File: src/rtl/dtcm_dma_if.sv
// DTCM access port shared by the DMA engine (master) and the tightly coupled memory (slave).
`ifndef ADDR_WIDTH
`define ADDR_WIDTH 32
`endif
`ifndef DATA_WIDTH
`define DATA_WIDTH 32
`endif

interface dtcm_dma_if;
    logic                   dma_dtcm_access;
    logic                   dma_dtcm_rd0_wr1;
    logic [`ADDR_WIDTH-1:0] dma_dtcm_addr;
    logic [`DATA_WIDTH-1:0] dma_dtcm_wdata;
    logic                   dma_dtcm_ready;
    logic [`DATA_WIDTH-1:0] dma_dtcm_rdata;
    logic                   dma_dtcm_rdata_valid;

    modport master (
        output dma_dtcm_access, dma_dtcm_rd0_wr1, dma_dtcm_addr, dma_dtcm_wdata,
        input  dma_dtcm_ready, dma_dtcm_rdata, dma_dtcm_rdata_valid
    );

    modport slave (
        input  dma_dtcm_access, dma_dtcm_rd0_wr1, dma_dtcm_addr, dma_dtcm_wdata,
        output dma_dtcm_ready, dma_dtcm_rdata, dma_dtcm_rdata_valid
    );
endinterface

File: src/rtl/dtcm_dma_engine.sv
// Word-by-word DTCM-to-DTCM copy engine: one read, one write per word, ascending addresses.
// Bus outputs are decoded purely from registered state, so they never depend on inputs.
`ifndef ADDR_WIDTH
`define ADDR_WIDTH 32
`endif
`ifndef DATA_WIDTH
`define DATA_WIDTH 32
`endif

module dtcm_dma_engine #(
    parameter int LEN_WIDTH = 13
) (
    input  logic                   clk,
    input  logic                   rstn,
    input  logic                   start,
    input  logic                   abort,
    input  logic [`ADDR_WIDTH-1:0] src_addr,
    input  logic [`ADDR_WIDTH-1:0] dst_addr,
    input  logic [LEN_WIDTH-1:0]   len,
    output logic                   busy,
    output logic                   done,
    output logic                   aborted,
    dtcm_dma_if.master             dtcm
);

    typedef enum logic [2:0] {
        IDLE    = 3'd0,
        RD_REQ  = 3'd1,
        RD_WAIT = 3'd2,
        WR      = 3'd3,
        DONE    = 3'd4
    } state_t;

    localparam logic [LEN_WIDTH-1:0]   LEN_ZERO  = {LEN_WIDTH{1'b0}};
    localparam logic [LEN_WIDTH-1:0]   LEN_ONE   = LEN_WIDTH'(1);
    localparam logic [`ADDR_WIDTH-1:0] WORD_STEP = `ADDR_WIDTH'(4);
    localparam logic [`ADDR_WIDTH-1:0] WORD_MASK = ~(`ADDR_WIDTH'(3));

    state_t                 state_q, state_d;
    logic [`ADDR_WIDTH-1:0] src_q, src_d;
    logic [`ADDR_WIDTH-1:0] dst_q, dst_d;
    logic [LEN_WIDTH-1:0]   rem_q, rem_d;
    logic [`DATA_WIDTH-1:0] hold_q, hold_d;
    logic                   aborted_q, aborted_d;

    // State and datapath registers; reset wipes any transfer in flight.
    always_ff @(posedge clk or negedge rstn) begin
        if (!rstn) begin
            state_q   <= IDLE;
            src_q     <= {`ADDR_WIDTH{1'b0}};
            dst_q     <= {`ADDR_WIDTH{1'b0}};
            rem_q     <= LEN_ZERO;
            hold_q    <= {`DATA_WIDTH{1'b0}};
            aborted_q <= 1'b0;
        end else begin
            state_q   <= state_d;
            src_q     <= src_d;
            dst_q     <= dst_d;
            rem_q     <= rem_d;
            hold_q    <= hold_d;
            aborted_q <= aborted_d;
        end
    end

    // Next-state logic; abort outranks everything once a copy has left IDLE.
    always_comb begin
        state_d   = state_q;
        src_d     = src_q;
        dst_d     = dst_q;
        rem_d     = rem_q;
        hold_d    = hold_q;
        aborted_d = 1'b0;
        if ((state_q != IDLE) && abort) begin
            state_d   = IDLE;
            aborted_d = 1'b1;
        end else begin
            case (state_q)
                IDLE: begin
                    if (start && !abort) begin
                        if (len != LEN_ZERO) begin
                            src_d   = src_addr & WORD_MASK;
                            dst_d   = dst_addr & WORD_MASK;
                            rem_d   = len;
                            state_d = RD_REQ;
                        end else begin
                            state_d = DONE;
                        end
                    end else begin
                        state_d = IDLE;
                    end
                end
                RD_REQ: begin
                    if (dtcm.dma_dtcm_ready) begin
                        state_d = RD_WAIT;
                    end else begin
                        state_d = RD_REQ;
                    end
                end
                RD_WAIT: begin
                    if (dtcm.dma_dtcm_rdata_valid) begin
                        hold_d  = dtcm.dma_dtcm_rdata;
                        state_d = WR;
                    end else begin
                        state_d = RD_WAIT;
                    end
                end
                WR: begin
                    if (dtcm.dma_dtcm_ready) begin
                        src_d   = src_q + WORD_STEP;
                        dst_d   = dst_q + WORD_STEP;
                        rem_d   = rem_q - LEN_ONE;
                        state_d = (rem_q == LEN_ONE) ? DONE : RD_REQ;
                    end else begin
                        state_d = WR;
                    end
                end
                DONE: begin
                    state_d = IDLE;
                end
                default: begin
                    state_d = IDLE;
                end
            endcase
        end
    end

    // Output decode from registered state only.
    always_comb begin
        busy                  = 1'b0;
        done                  = 1'b0;
        aborted               = aborted_q;
        dtcm.dma_dtcm_access  = 1'b0;
        dtcm.dma_dtcm_rd0_wr1 = 1'b0;
        dtcm.dma_dtcm_addr    = {`ADDR_WIDTH{1'b0}};
        dtcm.dma_dtcm_wdata   = {`DATA_WIDTH{1'b0}};
        case (state_q)
            RD_REQ: begin
                busy                 = 1'b1;
                dtcm.dma_dtcm_access = 1'b1;
                dtcm.dma_dtcm_addr   = src_q;
            end
            RD_WAIT: begin
                busy = 1'b1;
            end
            WR: begin
                busy                  = 1'b1;
                dtcm.dma_dtcm_access  = 1'b1;
                dtcm.dma_dtcm_rd0_wr1 = 1'b1;
                dtcm.dma_dtcm_addr    = dst_q;
                dtcm.dma_dtcm_wdata   = hold_q;
            end
            DONE: begin
                done = 1'b1;
            end
            IDLE: begin
                busy = 1'b0;
            end
            default: begin
                busy = 1'b0;
            end
        endcase
    end

endmodule

File: src/flat_wrapper.sv
// flat-port wrapper written by rule: the top's interface ports become plain ports
module dtcm_dma_engine_flat 
#(
    parameter int LEN_WIDTH = 13
)
  (clk, rstn, start, abort, src_addr, dst_addr, len, busy, done, aborted, dtcm_dma_dtcm_access, dtcm_dma_dtcm_rd0_wr1, dtcm_dma_dtcm_addr, dtcm_dma_dtcm_wdata, dtcm_dma_dtcm_ready, dtcm_dma_dtcm_rdata, dtcm_dma_dtcm_rdata_valid);
  dtcm_dma_if dtcm_i ();
  input  logic clk;
  input  logic rstn;
  input  logic start;
  input  logic abort;
  input  logic [`ADDR_WIDTH-1:0] src_addr;
  input  logic [`ADDR_WIDTH-1:0] dst_addr;
  input  logic [LEN_WIDTH-1:0] len;
  output logic busy;
  output logic done;
  output logic aborted;
  output wire logic [$bits(dtcm_i.dma_dtcm_access)-1:0] dtcm_dma_dtcm_access;
  output wire logic [$bits(dtcm_i.dma_dtcm_rd0_wr1)-1:0] dtcm_dma_dtcm_rd0_wr1;
  output wire logic [$bits(dtcm_i.dma_dtcm_addr)-1:0] dtcm_dma_dtcm_addr;
  output wire logic [$bits(dtcm_i.dma_dtcm_wdata)-1:0] dtcm_dma_dtcm_wdata;
  input wire logic [$bits(dtcm_i.dma_dtcm_ready)-1:0] dtcm_dma_dtcm_ready;
  input wire logic [$bits(dtcm_i.dma_dtcm_rdata)-1:0] dtcm_dma_dtcm_rdata;
  input wire logic [$bits(dtcm_i.dma_dtcm_rdata_valid)-1:0] dtcm_dma_dtcm_rdata_valid;
  assign dtcm_dma_dtcm_access = dtcm_i.dma_dtcm_access;
  assign dtcm_dma_dtcm_rd0_wr1 = dtcm_i.dma_dtcm_rd0_wr1;
  assign dtcm_dma_dtcm_addr = dtcm_i.dma_dtcm_addr;
  assign dtcm_dma_dtcm_wdata = dtcm_i.dma_dtcm_wdata;
  assign dtcm_i.dma_dtcm_ready = dtcm_dma_dtcm_ready;
  assign dtcm_i.dma_dtcm_rdata = dtcm_dma_dtcm_rdata;
  assign dtcm_i.dma_dtcm_rdata_valid = dtcm_dma_dtcm_rdata_valid;
  dtcm_dma_engine #(.LEN_WIDTH(LEN_WIDTH)) u_core (.clk(clk), .rstn(rstn), .start(start), .abort(abort), .src_addr(src_addr), .dst_addr(dst_addr), .len(len), .busy(busy), .done(done), .aborted(aborted), .dtcm(dtcm_i));
endmodule
File: config.mk
export PLATFORM = sky130hd
export DESIGN_NAME = dtcm_dma_engine_flat
export DESIGN_NICKNAME = d
export VERILOG_FILES = /design/src/rtl/dtcm_dma_if.sv /design/src/rtl/dtcm_dma_engine.sv /design/src/flat_wrapper.sv
export SDC_FILE = /design/constraint.sdc
export NUM_CORES = 1
export LEC_CHECK = 0
export ABC_AREA = 1
export CELL_PAD_IN_SITES_DETAIL_PLACEMENT = 0
export CELL_PAD_IN_SITES_GLOBAL_PLACEMENT = 1
export CORE_AREA = 3 3 146 148
export DETAILED_ROUTE_END_ITERATION = 6
export DIE_AREA = 0 0 149 151
export GPL_ROUTABILITY_DRIVEN = 0
export GPL_TIMING_DRIVEN = 1
export PLACE_DENSITY = 0.95
export SLEW_MARGIN = 25
export SYNTH_ARGS = -nofsm -noshare
export SYNTH_HDL_FRONTEND = slang
export SYNTH_SLANG_ARGS = --single-unit
File: constraint.sdc
create_clock -name clk -period 3.5 [get_ports clk]
set_clock_uncertainty 0.1 [all_clocks]
set_input_delay 0.7 -clock clk [delete_from_list [all_inputs] [get_ports clk]]
set_output_delay 0.7 -clock clk [all_outputs]
set_load 0.02 [all_outputs]
# After elaboration in Yosys (flattened, before gate mapping)
# Cells that the tools add are included.
# totals
reg_bits	113
latch_bits	0
ramBits	0
romBits	0
input_bits	115
out_inout_bits	69
word_cells	56
n_memories	0
# classes
n_addsub	3
n_mul	0
div	0
order_cmp	0
eq_ne	8
n_shift	0
muxes	27
bitwise_logic	1
n_reduce_logical	11
# op_table
operator	n
$mux 32	7
$pmux 32 s2	3
$add 32x3->32 const B	2
$mux 13	3
$pmux 13 s2	1
$mux 3	5
$eq 13x1->1 const B	1
$reduce_bool 13->1	1
$sub 13x1->13 const B	1
$pmux 3 s4	1
$eq 3x2->1 const B	2
$mux 1	6
$reduce_and 5->1	1
$ne 2x1->1 const B	2
$eq 3x1->1 const B	1
$eq 3x3->1 const B	1
$logic_not 3->1	1
$reduce_and 3->1	1
$reduce_bool 3->1	1
$reduce_or 3->1	1
$logic_and 1x1->1	2
$mux 2	1
$ne 2x2->1 const B	1
$reduce_bool 2->1	1
other kinds (3)	3

# Longest topological paths before layout
# logic_depth
word_depth	5
depth_mapped	11

# Least setup slack after synthesis
# OpenSTA, ideal clock, no wires.
# synth_timing
path_kind	register -> output
startpoint	reg u_core.state_q[2]
endpoint	out dtcm_dma_dtcm_wdata[10]
arrival_ps	1487
slack_ps	1213
path_stages_with_launch	7
path_cell_list	dfrtp_1 inv_2 nand3_2 buf_2 clkbuf_1 buf_1 nor2_1
# synth_between
elab_chain_cells	2
# synth_lines
item	line	rtl
start: declaration	dtcm_dma_engine.sv:39	state_t state_q, state_d;
start signal: assignment	dtcm_dma_engine.sv:56	state_q <= state_d;
$eq 3x2->1	dtcm_dma_engine.sv:136	case (state_q)
$mux 32	dtcm_dma_engine.sv:136	
end: declaration	flat_wrapper.sv:21	output wire logic [$bits(dtcm_i.dma_dtcm_wdata)-1:0] dtcm_dma_dtcm_wdata;
# No other way between the ends.

# Worst setup path in the final report
# layout_timing
startpoint	reg u_core.state_q[2]
endpoint	out dtcm_dma_dtcm_addr[19]
# layout_between
elab_chain_cells	2
elab_cells_between_ends	3
cone_classes	2 x eq/ne; 1 x mux
# layout_lines
item	line	rtl
$eq 3x2->1 / $eq 3x1->1 (equally long branches)	dtcm_dma_engine.sv:136	
$pmux 32 s2 *	dtcm_dma_engine.sv:136	
end: declaration	flat_wrapper.sv:20	output wire logic [$bits(dtcm_i.dma_dtcm_addr)-1:0] dtcm_dma_dtcm_addr;
# Every way passes the cells marked *; elsewhere a longest branch is shown, timed or not.

==> results.toml <==
[timing]
relSlewSlack_pct = 49.6
worst_slew_pin_slew_ns = 0.754
slew_viol_final = 0
tns_ns = 0
rsz0062_at_grt = "false"
fin_crit_ns = 3.14
hold_viol_final = 0
timing.final.crit_share_pct = 89.6
fmax_ghz = 0.319
setup-violations-final = 0

[cts]
htreeDepth = 3
ctsHoldBuffers = 0
cts_resized = 0
cts_buffers = 9
cts_tree = "done"
post_cts_buffers = 0
root_buffer = "clkbuf_16"
clock_path_buffers = 2
clk_latency_ns = 0.36
cts.clk_slew.worst_paths_ns = 0.08
cts.sink_count = 109

[power_and_ir_drop]
finalPower_mw = 6.61
vdd_drop_max_v = 0.000343
cellPowerDensity_nw_per_um2 = 675
leakage_nw = 4.52

[worst_setup_path]
critPathCaptureType = "primary output"
reg2reg_slack_ns = 1.09
worstPathRequired_ns = 2.70
slowest_delay_ns = 0.67
arrival_ns = 2.34
crit_chain = "inv_2, nand3_4, buf_4, o22ai_1, clkdlybuf4s50_1"
slowest_stage = "clkdlybuf4s50_1"
ff2ff_path_depth = 8
r2r_end = "u_core.dst_q[10]"
critPathMaxFanout = 25
start_kind = "flop"
setup.worst_path.class = "flop to primary output"
r2r_start = "u_core.state_q[2]"

[layout]
ff_latch_area_um2 = 2730
syn_to_final_growth_pct = 31.9
multi_input_area_um2 = 3940
fin_util_pct = 48.5
antenna_cells = 0
nets = 1477
fillCellCount = 2092
drive_above_1_share_pct = 3.52

[route]
drc = 0
antenna_left = 0
wirelength_um = 24200
via_per_inst = 4.97
drt_iter0_markers = 629
firstDrtPassIters = 5
wl_per_cell_um = 14.8
num_vias = 8109

[synth]
synthDistinctLibCells = 33
ys_seq_area_share_pct = 36.8
synthCells = 1204
yosys_warnings = 0
ys_seq_elements = 109
syn_area_um2 = 7420
avgSynthCellArea_um2 = 6.16

[floorplanning]
start_util_pct = 36.8
die_area_um2 = 22500
placementRows = 52
core_area_um2 = 20200
die_y_um = 151
die_w_um = 149
io_pins = 184

[global_route]
grt_util_all_layers_pct = 21.2
antenna_found_initial = 0
grt_pass1_wl_um = 38200
grt_pass1_vias = 7405
grt_max_degree = 65
grt_overflow = 0

[status]
status = "finished clean"

[job]
drv_cap = 0

[place]
portBuffers = 177
place.detailed.hpwl_um = 18400

[hold_path]
hold_class = "input port to asynchronous set/reset pin"
==> registers in the layout, indices dropped and copies added, names as in the netlist <==
register        cells
u_core.aborted      1
u_core.state_q      3
u_core.dst_q       30
u_core.hold_q      32
u_core.src_q       30
u_core.rem_q       13
==> where the power goes <==
part,switching [mW],internal (mW),leakage [nW]
Sequential,0.530,1.84,1.29
Clock,0.566,0.517,0.150
Combinational,1.98,1.18,3.09
==> cell usage in the layout, fill, tap and decap left out, drive strengths merged, types with 17 or more instances in the layout <==
master,synthesis,final
clkdlybuf4s50,0,176
nand2,364,364
nor2,251,251
buf,30,17
inv,140,145
o21ai,68,68
nand3,105,105
dfrtp,109,109
o22ai,29,29
a21oi,37,37
==> area by class of cell <==
cell class | count | share of cell area [%]
Clock buffer | 9 | 2.30
Inverter | 140 | 5.37
Multi-Input combinational cell | 905 | 40.3
Sequential cell | 109 | 27.9
Clock inverter | 7 | 0.831
Timing Repair Buffer | 193 | 19.9
Tap cell | 270 | 3.45
==> routing by layer <==
metal,routed length [um],GRT usage [%]
met5,0,0
met4,590,6.04
met3,1610,3.32
met2,11000,34.0
met1,11000,29.9
==> cells by family (layout without fill, tap and decap cells) <==
kind of cell	count (synthesis)	count (layout)	share of synthesized area (%)
adders and majority gates	4	4	0.675
AOI/OAI and AO/OA	146	146	10.8
and+or+nand+nor	749	749	41.0
other	1	2	0.0506
DFF	109	109	36.8
buffers and inverters	191	349	10.2
xor gates and xnor gates	4	4	0.473
==> worst max-delay path: cells and delay by family (launching register included) <==
| kind | cells | cell delay, ns |
|---|---|---|
| simple gates | 1 | 0.17 |
| compound gates | 1 | 0.32 |
| flops | 1 | 0.41 |
| buf+inv | 3 | 1.08 |
==> stage by stage <==
stage	worst slack [ns]	cell area (um^2)	instances	hold WS (ns)
final	0.364	9780	1633	0.272
after global routing	0.273	9780	1633	0.338
after CTS	0.384	9780	1633	0.307
after detailed placement	0.488	9480	1617	0.391
after global placement	0.312	9450	1616	0.378
after floorplan	1.21	7420	1205	0.304
==> synthesized netlist by cell type <==
master | count | area [um^2]
nor3b_1 | 1 | 7.51
nand3b_1 | 1 | 7.51
inv_2 | 3 | 11.3
a31oi_1 | 6 | 37.5
nand2_2 | 1 | 6.26
xnor2_1 | 1 | 8.76
conb_1 | 1 | 3.75
a21oi_1 | 36 | 180
nand2_1 | 362 | 1360
nand2_4 | 1 | 11.3
a21oi_4 | 1 | 16.3
nor2_4 | 1 | 11.3
nand3_1 | 103 | 515
o21ai_0 | 59 | 295
ha_1 | 4 | 50.1
nor2_2 | 1 | 6.26
nand3_2 | 2 | 20.0
a22oi_1 | 1 | 7.51
nor3_1 | 7 | 35.0
o31ai_1 | 1 | 7.51
o22ai_1 | 29 | 181
buf_2 | 16 | 80.1
o21ai_1 | 9 | 45.0
xor2_1 | 3 | 26.3
inv_1 | 137 | 514
nor2_1 | 249 | 935
buf_1 | 8 | 30.0
clkbuf_1 | 21 | 78.8
dfrtp_1 | 109 | 2730
or2_2 | 5 | 31.3
o211ai_1 | 4 | 30.0
buf_4 | 6 | 45.0
nand4_1 | 15 | 93.8
==> worst max-delay path by stage <==
stage                         endpoint               from  cells after the start
2_1_floorplan  dtcm_dma_dtcm_wdata[10]  u_core.state_q[2]                      6
3_3_place_gp           u_core.dst_q[9]             len[7]                     10
3_5_place_dp          u_core.src_q[19]            len[11]                     11
4_1_cts         dtcm_dma_dtcm_addr[19]  u_core.state_q[2]                      5
5_1_grt         dtcm_dma_dtcm_addr[19]  u_core.state_q[0]                      6
6_report        dtcm_dma_dtcm_addr[19]  u_core.state_q[2]                      5
Note: power is estimated with default switching activity, not from simulation.
